$ cat src/rtl/xbus_interconnect_if.sv
// Core-side xbus: master drives the access strobe and request fields,
// the interconnect returns a registered response qualified by m_rdy.
interface xbus_interconnect_if #(
  parameter int ADDR_W = 32,
  parameter int DATA_W = 32
);
  logic                  m_as;
  logic                  m_we;
  logic [DATA_W/8-1:0]   m_be;
  logic [ADDR_W-1:0]     m_addr;
  logic [DATA_W-1:0]     m_wdata;
  logic [DATA_W-1:0]     m_rdata;
  logic                  m_rdy;
  logic                  m_err;

  modport master (
    output m_as, m_we, m_be, m_addr, m_wdata,
    input  m_rdata, m_rdy, m_err
  );

  modport slave (
    input  m_as, m_we, m_be, m_addr, m_wdata,
    output m_rdata, m_rdy, m_err
  );
endinterface

$ cat src/rtl/xbus_interconnect.sv
// One xbus master to NSLAVES address-decoded slaves with wait states, timeout and error capture.
// Latency: m_rdy two cycles after m_as is sampled for a zero-wait slave, +1 per wait cycle; decode miss one cycle.
// Backpressure: per-slave s_rdy stretches ACCESS; the master holds m_as until the one-cycle m_rdy pulse.
module xbus_interconnect #(
  parameter int                          NSLAVES  = 4,
  parameter int                          ADDR_W   = 32,
  parameter int                          DATA_W   = 32,
  parameter logic [NSLAVES*ADDR_W-1:0]   SLV_BASE = {32'h0003_0000, 32'h0002_0000,
                                                     32'h0001_0000, 32'h0000_0000},
  parameter logic [NSLAVES*ADDR_W-1:0]   SLV_MASK = {4{32'hFFFF_0000}},
  parameter int                          TIMEOUT  = 16
) (
  input  logic                         clk,
  input  logic                         rst,
  xbus_interconnect_if.slave           m,
  output logic [NSLAVES-1:0]           s_cs,
  output logic                         s_we,
  output logic [DATA_W/8-1:0]          s_be,
  output logic [ADDR_W-1:0]            s_addr,
  output logic [DATA_W-1:0]            s_wdata,
  input  logic [NSLAVES*DATA_W-1:0]    s_rdata,
  input  logic [NSLAVES-1:0]           s_rdy,
  output logic [ADDR_W-1:0]            err_addr,
  output logic [15:0]                  err_cnt
);

  localparam int CNT_W = (TIMEOUT > 1) ? $clog2(TIMEOUT) : 1;

  typedef enum logic [1:0] {IDLE, ACCESS, RESP} state_t;

  state_t              state, state_nxt;
  logic [NSLAVES-1:0]  sel, hit_sel;
  logic                hit, sel_rdy, timeout;
  logic [DATA_W-1:0]   sel_rdata;
  logic [CNT_W-1:0]    wait_cnt;
  logic [15:0]         err_cnt_inc;

  // Scan downwards so the lowest matching index is the last one written.
  always_comb begin
    hit     = 1'b0;
    hit_sel = '0;
    for (int i = NSLAVES - 1; i >= 0; i--) begin
      if ((m.m_addr & SLV_MASK[i*ADDR_W +: ADDR_W]) == SLV_BASE[i*ADDR_W +: ADDR_W]) begin
        hit        = 1'b1;
        hit_sel    = '0;
        hit_sel[i] = 1'b1;
      end
    end
  end

  always_comb begin
    sel_rdy   = |(s_rdy & sel);
    sel_rdata = '0;
    for (int i = 0; i < NSLAVES; i++) begin
      if (sel[i]) sel_rdata = sel_rdata | s_rdata[i*DATA_W +: DATA_W];
    end
  end

  assign timeout     = (wait_cnt == CNT_W'(TIMEOUT - 1));
  assign err_cnt_inc = (err_cnt == 16'hFFFF) ? err_cnt : err_cnt + 16'd1;
  assign s_cs        = (state == ACCESS) ? sel : '0;

  always_ff @(posedge clk or negedge rst) begin
    if (!rst) state <= IDLE;
    else      state <= state_nxt;
  end

  always_comb begin
    state_nxt = state;
    case (state)
      IDLE:    if (m.m_as) state_nxt = hit ? ACCESS : RESP;
      ACCESS:  if (sel_rdy || timeout) state_nxt = RESP;
      RESP:    state_nxt = IDLE;
      default: state_nxt = IDLE;
    endcase
  end

  always_ff @(posedge clk or negedge rst) begin
    if (!rst) begin
      sel       <= '0;
      s_we      <= 1'b0;
      s_be      <= '0;
      s_addr    <= '0;
      s_wdata   <= '0;
      m.m_rdata <= '0;
      m.m_rdy   <= 1'b0;
      m.m_err   <= 1'b0;
      err_addr  <= '0;
      err_cnt   <= '0;
      wait_cnt  <= '0;
    end else begin
      m.m_rdy <= 1'b0;
      m.m_err <= 1'b0;
      case (state)
        IDLE: begin
          if (m.m_as) begin
            s_we    <= m.m_we;
            s_be    <= m.m_be;
            s_addr  <= m.m_addr;
            s_wdata <= m.m_wdata;
            sel     <= hit_sel;
            if (!hit) begin
              m.m_rdata <= '0;
              m.m_rdy   <= 1'b1;
              m.m_err   <= 1'b1;
              err_addr  <= m.m_addr;
              err_cnt   <= err_cnt_inc;
            end
          end
        end
        ACCESS: begin
          // A ready in the final allowed cycle still completes cleanly.
          if (sel_rdy) begin
            m.m_rdata <= s_we ? '0 : sel_rdata;
            m.m_rdy   <= 1'b1;
            wait_cnt  <= '0;
          end else if (timeout) begin
            m.m_rdata <= '0;
            m.m_rdy   <= 1'b1;
            m.m_err   <= 1'b1;
            err_addr  <= s_addr;
            err_cnt   <= err_cnt_inc;
            wait_cnt  <= '0;
          end else begin
            wait_cnt  <= wait_cnt + 1'b1;
          end
        end
        default: ;
      endcase
    end
  end

endmodule

$ cat src/flat_wrapper.sv
// flat-port wrapper written by rule: the top's interface ports become plain ports
module xbus_interconnect_flat 
#(
  parameter int                          NSLAVES  = 4,
  parameter int                          ADDR_W   = 32,
  parameter int                          DATA_W   = 32,
  parameter logic [NSLAVES*ADDR_W-1:0]   SLV_BASE = {32'h0003_0000, 32'h0002_0000,
                                                     32'h0001_0000, 32'h0000_0000},
  parameter logic [NSLAVES*ADDR_W-1:0]   SLV_MASK = {4{32'hFFFF_0000}},
  parameter int                          TIMEOUT  = 16
)
  (clk, rst, s_cs, s_we, s_be, s_addr, s_wdata, s_rdata, s_rdy, err_addr, err_cnt, m_m_as, m_m_we, m_m_be, m_m_addr, m_m_wdata, m_m_rdata, m_m_rdy, m_m_err);
  xbus_interconnect_if #(.ADDR_W(ADDR_W), .DATA_W(DATA_W)) m_i ();
  input  logic clk;
  input  logic rst;
  output logic [NSLAVES-1:0] s_cs;
  output logic s_we;
  output logic [DATA_W/8-1:0] s_be;
  output logic [ADDR_W-1:0] s_addr;
  output logic [DATA_W-1:0] s_wdata;
  input  logic [NSLAVES*DATA_W-1:0] s_rdata;
  input  logic [NSLAVES-1:0] s_rdy;
  output logic [ADDR_W-1:0] err_addr;
  output logic [15:0] err_cnt;
  input wire logic [$bits(m_i.m_as)-1:0] m_m_as;
  input wire logic [$bits(m_i.m_we)-1:0] m_m_we;
  input wire logic [$bits(m_i.m_be)-1:0] m_m_be;
  input wire logic [$bits(m_i.m_addr)-1:0] m_m_addr;
  input wire logic [$bits(m_i.m_wdata)-1:0] m_m_wdata;
  output wire logic [$bits(m_i.m_rdata)-1:0] m_m_rdata;
  output wire logic [$bits(m_i.m_rdy)-1:0] m_m_rdy;
  output wire logic [$bits(m_i.m_err)-1:0] m_m_err;
  assign m_i.m_as = m_m_as;
  assign m_i.m_we = m_m_we;
  assign m_i.m_be = m_m_be;
  assign m_i.m_addr = m_m_addr;
  assign m_i.m_wdata = m_m_wdata;
  assign m_m_rdata = m_i.m_rdata;
  assign m_m_rdy = m_i.m_rdy;
  assign m_m_err = m_i.m_err;
  xbus_interconnect #(.NSLAVES(NSLAVES), .ADDR_W(ADDR_W), .DATA_W(DATA_W), .SLV_BASE(SLV_BASE), .SLV_MASK(SLV_MASK), .TIMEOUT(TIMEOUT)) u_core (.clk(clk), .rst(rst), .m(m_i), .s_cs(s_cs), .s_we(s_we), .s_be(s_be), .s_addr(s_addr), .s_wdata(s_wdata), .s_rdata(s_rdata), .s_rdy(s_rdy), .err_addr(err_addr), .err_cnt(err_cnt));
endmodule
$ cat config.mk
export PLATFORM = sky130hd
export DESIGN_NAME = xbus_interconnect_flat
export DESIGN_NICKNAME = d
export VERILOG_FILES = /design/src/rtl/xbus_interconnect_if.sv /design/src/rtl/xbus_interconnect.sv /design/src/flat_wrapper.sv
export SDC_FILE = /design/constraint.sdc
export NUM_CORES = 1
export LEC_CHECK = 0
export ABC_CLOCK_PERIOD_IN_PS = 3000
export CAP_MARGIN = 10
export CORE_AREA = 2 2 140 142
export DETAILED_ROUTE_END_ITERATION = 6
export DIE_AREA = 0 0 142 144
export PLACE_DENSITY = 0.77
export SLEW_MARGIN = 20
export SYNTH_ARGS = -nofsm -noshare
export SYNTH_HDL_FRONTEND = slang
export SYNTH_SLANG_ARGS = --single-unit
$ cat constraint.sdc
create_clock -name clk -period 3 [get_ports clk]
set_input_delay 0.6 -clock clk [delete_from_list [all_inputs] [get_ports clk]]
set_output_delay 0.6 -clock clk [all_outputs]
set_load 0.005 [all_outputs]
; Yosys cells after proc, flatten, opt, wreduce, memory -nomap -nowiden
; Index checks and enable logic that the tools add are counted.
[totals]
ff_bits = 161
elab_cells = 82
out_inout_bits = 155
[classes]
bitwise_logic = 4
n_mux = 43
eq_ne = 12
reduce_logical = 9
addsub = 2
[ops]
columns = cell, count
row1 = 32-bit two-way mux, 13
row2 = 32-bit one-hot mux with 2 select lines, 2
row3 = 32-bit bitwise OR, 3
row4 = 16-bit two-way mux, 5
row5 = "16-bit by 2-bit equality test with 1-bit output, second input constant", 2
row6 = 32-bit zero test, 1
row7 = 16-bit one-hot mux with 2 select lines, 1
row8 = 4-bit two-way mux, 7
row9 = "16-bit by 1-bit adder with 16-bit output, second input constant", 1
row10 = "16-bit by 1-bit equality test with 1-bit output, second input constant", 1
row11 = "16-bit equality test, second input constant", 1
row12 = 1-bit two-way mux, 9
row13 = "2-bit != test, second input constant", 4
row14 = 2-bit two-way mux, 3
row15 = 5-bit AND reduction, 1
row16 = "4-bit by 1-bit adder with 4-bit output, second input constant", 1
row17 = 4-bit bitwise AND, 1
row18 = "4-bit equality test, second input constant", 1
row19 = 1-bit one-hot mux with 2 select lines, 2
row20 = 2-bit one-hot mux with 2 select lines, 1
row21 = 2-bit AND reduction, 2
row22 = 4-bit AND reduction, 1
row23 = 4-bit OR reduction, 1
row24 = "3-bit by 1-bit != test with 1-bit output, second input constant", 1
row25 = 5 further kinds, 5

; Depth between registers and ports, before layout
; Gate-level depths: netlist of the first run.
[depth]
word_depth = 10
mapped_depth = 7
ltp_nobuf = 6

; Least setup slack after synthesis of the first run
; Ideal clock, no wire load.
[synth_path]
path_kind = input-to-reg
from = input m_m_addr[28]
to = register u_core.err_cnt[1]
path_buffers = 0
arrival_time_ns = 1.719
stages = 5
required_ns = 2.872
setup_slack_ns = 1.153
cell_sequence = nor4_2 > nand4_2 > o2bb2ai_4 > nand2_1 > mux2_1
[synth_via]
elab_chain_len = 7
elab_cells_between_ends = 10
classes_between = 4 x eq/ne / 4 x mux / 2 x reduce/logical
[synth_rtl]
columns = item, line_no
row1 = from (decl), flat_wrapper.sv:28  ; input wire logic [$bits(m_i.m_addr)-1:0] m_m_addr;
row2 = 16-bit by 2-bit equality test with 1-bit output, xbus_interconnect.sv:43  ; if ((m.m_addr & SLV_MASK[i*ADDR_W +: ADDR_W]) == SLV_BASE[i*ADDR_W +: ADDR_W]) begin
row3 = 1-bit two-way mux (3 in series), xbus_interconnect.sv:43
row4 = 1-bit two-way mux *, xbus_interconnect.sv:43
row5 = 2-bit != test (no line) *, n/a
row6 = 5-bit AND reduction (no line) *, n/a
row7 = to (signal assigned), xbus_interconnect.sv:107  ; err_cnt <= err_cnt_inc;
row8 = to (signal assigned), xbus_interconnect.sv:122  ; err_cnt <= err_cnt_inc;
row9 = to (decl), xbus_interconnect.sv:24  ; output logic [15:0] err_cnt
; Every way passes the cells marked *; elsewhere a longest branch is shown, timed or not.
; A chain may end at the register's enable or synchronous reset.

; Final worst setup path of the first run
[layout_path]
from = register u_core.sel[1]
to = output s_cs[1]
[layout_via]
elab_chain_len = 1
[layout_rtl]
columns = item, line_no
row1 = from (decl), xbus_interconnect.sv:32  ; logic [NSLAVES-1:0] sel, hit_sel;
row2 = from (signal assigned), xbus_interconnect.sv:101  ; sel <= hit_sel;
row3 = 4-bit two-way mux, xbus_interconnect.sv:61  ; assign s_cs = (state == ACCESS) ? sel : '0;
row4 = to (decl), flat_wrapper.sv:16  ; output logic [NSLAVES-1:0] s_cs;
; No other way between the ends.

==> results.toml, run 1 <==
[final_layout]
num-fill-cells = 1604
drive_gt1_share_pct = 6.70
syn_to_final_growth_pct = 61.1
nNetsFinal = 1328

[setup_path]
slowest_stage = "clkdlybuf4s50_1"
cp-start-kind = "register"
cp_top_family = "buffers and inverters"
worst_ep_required_time_ns = 2.40
worstPathCellList = "buf_4 > and2_1 > clkdlybuf4s50_1"
crit_fanout = 23
worst-setup-path-type = "register to primary output"
cp_slowest_stage_delay_ns = 0.52
crit_path_end_kind = "primary output"
cp.arrival_ns = 1.96
path_buf_inv = 2

[floorplan]
fp.dieW_um = 142
die_h_um = 144
dieArea_sq_um = 20400
start_util_pct = 38.1
core_area_sq_um = 19100
row_count = 51
io_pins = 359

[run]
drv_cap = 0

[logic_synthesis]
ys_ff_latch = 161
async_flop_share_pct = 100
syn_nets = 988
synth_edf_count = 0
synthFlopType = "dfrtp_1"
seq_area_frac_synth_pct = 55.4
syn_avg_cell_area_sq_um = 9.29
syn_inst = 782
yosys.cell_types.count = 38
yosysWarnings = 0
syn-cell-area_sq_um = 7270

[drt]
drc = 0
highest_layer = "met4"
wire_per_inst_um = 18.6
via_per_inst = 5.16
ant_nets = 0
drtIter0Drc = 318
wl_met3_um = 1890
m1WireLength_um = 10400
wl_met2_um = 12300
dr.pass1.iters = 5
finalWirelength_um = 25500
vias = 7083

[global_routing]
grt_max_degree = 77
track_usage_pct = 25.5
gr-total-overflow = 0
grt_pass1_vias = 7264
grt_pass1_wl_um = 40000
antenna_found_initial = 0

[outcome]
run_status = "finished, final reports clean"

[sta]
finalMaxSlewViolations = 0
relSlewSlack_pct = 51.6
hold_viol = 0
tightestPinTransition_ns = 0.727
tns_ns = 0
setup_violations = 0
setup_ws_ns = 0.441
min_period_over_period_pct = 85.3
max_freq_mhz = 391
finalCriticalPeriod_ns = 2.56
skew_ns = 0.00670
grt_setup_unrepaired = "false"

[place]
dp_hpwl_um = 19000
post-place-ws_ns = 0.151
io_buffers = 358
place_congestion = 0.846

[power]
p_sw_mw = 1.53
vdd.ir_drop.worst_mv = 0.402
pwr-share-seq_pct = 42.2
p_comb_share_pct = 19.8
clkPwrFrac_pct = 38.0
leakage_nw = 5.08
intPower_mw = 4.56
switching_share_pct = 25.1
power-per-cell-area_nw_per_um2 = 520

[clocking]
cts_made_buffers = 17
postCtsSetupBuffers = 0
cts_resized = 0
clock_path_buffers = 2
h-tree-depth = 4
clkSlewWorstSetupHoldPaths_ns = 0.07
cts_tree = "done"
hold_buffers = 0
clk_latency_ns = 0.42
cts_root_buf = "clkbuf_16"
clock_sinks = 161

[worst_hold_path]
hold_class = "input pin to async pin"
Yosys cell counts (8+ instances only):
master    instances  area (sq um)
a22o_1           32           280
o21ai_0          38           190
buf_1            11          41.3
clkbuf_1         28           105
nand4_1           8          50.1
xnor2_1          15           131
buf_2            11          55.1
nand3_1           8          40.0
dfrtp_1         161          4030
a31oi_1          23           144
a221oi_1         32           280
a31oi_2          10           125
nor2_1           37           139
nand2_1         313          1170
flip-flops by register name, summed over array words and instances, names as in the netlist:
register / flops
u_core.s_we: 1
u_core.m.m_rdy: 1
u_core.state: 2
u_core.s_addr: 32
u_core.err_addr: 32
u_core.sel: 4
u_core.m.m_err: 1
u_core.wait_cnt: 4
u_core.s_be: 4
u_core.m.m_rdata: 32
u_core.err_cnt: 16
u_core.s_wdata: 32
cell usage in the layout, fill, tap and decap left out, types with 3 or more instances in the layout:
master,instances
nor4_2,3
nor2_1,37
a22o_1,32
nand3_1,8
and2_1,6
clkinv_4,4
dfrtp_1,161
a221oi_1,32
inv_1,6
nand2_1,312
buf_4,16
a31oi_2,10
a31oi_1,23
bufinv_16,4
o21ai_0,38
o31ai_1,4
clkdlybuf4s50_1,357
xnor2_1,15
clkbuf_16,17
buf_12,3
nand4_1,8
and3_1,6
cell type report:
cell class / count / area [sq um] / area share (%)
Clock inverter: 11 / 180 / 1.54
Multi-Input combinational cell: 559 / 2970 / 25.3
Timing Repair Buffer: 377 / 3760 / 32.2
Inverter: 6 / 22.5 / 0.192
Sequential cell: 161 / 4030 / 34.4
Tap cell: 238 / 298 / 2.54
Antenna cell: 1 / 2.50 / 0.0214
Clock buffer: 20 / 447 / 3.81
cells by family (layout without fill, tap and decap cells):
group,Yosys count,in the layout,synth area share (%)
other,0,1,0
XOR/XNOR,15,15,1.81
flip-flops,161,161,55.4
AND/OR/NAND/NOR,396,396,22.7
multiplexers,1,1,0.155
buffers and inverters,62,414,3.96
AO/OA/AOI/OAI,145,145,15.6
adder cells (fa/ha/maj),2,2,0.344
power by group through the flow:
stage	clock network [mW]	logic (mW)	registers, mW
after floorplan	0	0.313	2.59
after global placement	0	1.19	2.60
after detailed placement	0	1.21	2.60
after CTS	2.36	1.22	2.57
after global routing	2.46	1.31	2.60
final	2.31	1.20	2.57
final timing paths:
| kind | from | endpoint | slack (ns) | cells past startpoint |
|---|---|---|---|---|
| worst max register to register | u_core.sel[1] | u_core.err_cnt[5] | 0.79 | 6 |
| min in group clk | u_core.s_wdata[12] | u_core.s_wdata[12] | 0.47 | 2 |
| max in group asynchronous | rst | u_core.s_addr[16] | 1.98 | 2 |
| worst max-delay path | u_core.sel[1] | s_cs[1] | 0.44 | 3 |
| worst min register to register | u_core.s_wdata[12] | u_core.s_wdata[12] | 0.47 | 2 |
| worst min-delay path | rst | u_core.s_wdata[23] | 0.20 | 1 |
stage by stage:
stage               util (%)  hold slack (ns)  area (sq um)  cells  power (mW)
finish                  61.4            0.202         11700   1373        6.08
global route            61.4            0.258         11700   1372        6.37
CTS                     61.4            0.231         11700   1372        6.14
detailed placement      58.1            0.462         11100   1341        3.81
global placement        58.1            0.457         11100   1341        3.79
floorplan                  -            0.304          7270    782        2.90
metal layers:
layer  GRT usage (%)  vias to the layer above
met1            31.4                     3414
li1                -                     3336
met5               0                        -
met3            8.11                       62
met4            10.4                        0
met2            41.6                      271
(Power assumes the default switching activity.)
==> run 2: changes to the inputs <==
--- a/config.mk
+++ b/config.mk
@@ -7,10 +7,10 @@
 export LEC_CHECK = 0
 export ABC_CLOCK_PERIOD_IN_PS = 3000
 export CAP_MARGIN = 10
-export CORE_AREA = 2 2 140 142
+export CORE_MARGIN = 1
+export CORE_UTILIZATION = 37
 export DETAILED_ROUTE_END_ITERATION = 6
-export DIE_AREA = 0 0 142 144
-export PLACE_DENSITY = 0.77
+export PLACE_DENSITY = 0.75
 export SLEW_MARGIN = 20
 export SYNTH_ARGS = -nofsm -noshare
 export SYNTH_HDL_FRONTEND = slang
==> run 2 against run 1 <==
  * Design area is 0.30% higher
  * Maximum frequency is 7.5% higher
  * Power is 1.3% lower
  * Critical endpoint unchanged
  * Highest routed layer unchanged
==> results.toml, run 2 (synthesis results as in run 1) <==
[outcome]
run_status = "finished, final reports clean"

[global_routing]
grt_pass1_wl_um = 40500
antenna_found_initial = 0
gr-total-overflow = 0
track_usage_pct = 26.7
grt_pass1_vias = 7208
grt_max_degree = 76

[clocking]
cts_root_buf = "clkbuf_16"
clock_sinks = 161
clk_latency_ns = 0.43
clock_path_buffers = 2
cts_resized = 0
cts_made_buffers = 17
postCtsSetupBuffers = 0
cts_tree = "done"
clkSlewWorstSetupHoldPaths_ns = 0.06
h-tree-depth = 4
hold_buffers = 0

[sta]
hold_viol = 0
finalCriticalPeriod_ns = 2.38
tightestPinTransition_ns = 0.731
max_freq_mhz = 420
skew_ns = 0.00795
finalMaxSlewViolations = 0
min_period_over_period_pct = 79.4
grt_setup_unrepaired = "false"
relSlewSlack_pct = 51.2
worst_hold_slack_ns = 0.205
setup_violations = 0
tns_ns = 0

[final_layout]
fin_area_sq_um = 11700
syn_to_final_growth_pct = 61.6
nNetsFinal = 1333
diodes = 0
layout_commonest_cell = "clkdlybuf4s50_1"
drive_gt1_share_pct = 6.93
final_cell_mix = "357 x clkdlybuf4s50_1, 312 x nand2_1, 161 x dfrtp_1"

[setup_path]
cp.arrival_ns = 1.78
crit_path_end_kind = "primary output"
worst-setup-path-type = "register to primary output"
cp-startpoint = "u_core.state[0]"
cp-start-kind = "register"
worst_ep_required_time_ns = 2.40
reg2regPathDepth = 6
crit_end = "s_cs[1]"
crit_fanout = 7
reg2reg_from = "u_core.sel[0]"
reg2reg_slack_ns = 0.95
regToRegEndpoint = "u_core.err_addr[13]"

[drt]
finalWirelength_um = 26000
drtIter0Drc = 306
via_per_inst = 5.10
vias = 7144
drc = 0
ant_nets = 0
wire_per_inst_um = 18.5
dr.pass1.iters = 5

[floorplan]
row_count = 50
dieArea_sq_um = 20200
io_pins = 359
fp.dieW_um = 142
core_area_sq_um = 19000
die_h_um = 142
start_util_pct = 38.3

[place]
io_buffers = 358
placed_area_sq_um = 11100
dp_hpwl_um = 19000
place_congestion = 0.843

[run]
drv_cap = 0

[power]
vdd.ir_drop.worst_mv = 0.335
leakage_nw = 5.08
power-per-cell-area_nw_per_um2 = 511

[worst_hold_path]
hold_class = "input pin to async pin"
[run 2: worst min path at each step]
stage	slack, ns	end	depth (start not counted)	startpoint
floorplan	0.30	u_core.err_addr[0]	0	rst
global placement	0.46	u_core.s_wdata[28]	2	u_core.s_wdata[28]
detailed placement	0.46	u_core.s_wdata[9]	2	u_core.s_wdata[9]
CTS	0.24	u_core.m.m_rdata[31]	1	rst
global route	0.25	u_core.s_wdata[21]	1	rst
finish	0.20	u_core.s_wdata[14]	1	rst
[run 2: worst max-delay path, cell delays in order (launching register included)]
cell,delay [ns]
dfrtp_1,0.39
nor2b_4,0.28
and2_1,0.16
clkdlybuf4s50_1,0.53
[run 2: power breakdown]
| group | total (mW) | leakage [nW] | switching (mW) | internal [mW] |
|---|---|---|---|---|
| combinational | 1.21 | 2.78 | 0.464 | 0.747 |
| sequential | 2.56 | 2.01 | 0.169 | 2.39 |
| clock | 2.23 | 0.285 | 0.877 | 1.36 |
[run 2: final cells by class]
| cell class | count | area, sq um |
|---|---|---|
| Inverter | 6 | 22.5 |
| Clock inverter | 8 | 128 |
| Multi-Input combinational cell | 559 | 2970 |
| Fill cell | 1612 | 7210 |
| Clock buffer | 24 | 472 |
| Tap cell | 260 | 325 |
| Timing Repair Buffer | 382 | 3800 |
| Sequential cell | 161 | 4030 |
[run 2: metrics by stage]
| step | power (mW) | util (%) | worst slack, ns | cells |
|---|---|---|---|---|
| floorplan | 2.90 | - | 1.15 | 782 |
| global placement | 3.79 | 58.8 | 0.451 | 1368 |
| detailed placement | 3.81 | 58.8 | 0.421 | 1368 |
| CTS | 6.06 | 62.0 | 0.598 | 1400 |
| global route | 6.28 | 62.0 | 0.523 | 1400 |
| finish | 6.01 | 62.0 | 0.619 | 1400 |
[run 2: metal layers]
layer | global-route usage [%] | routed length [um] | vias to the layer above
met2 | 42.0 | 12300 | 260
met1 | 33.5 | 10700 | 3481
met5 | 0 | 0 | -
met4 | 12.2 | 950 | 0
li1 | - | - | 3345
met3 | 8.65 | 1990 | 58
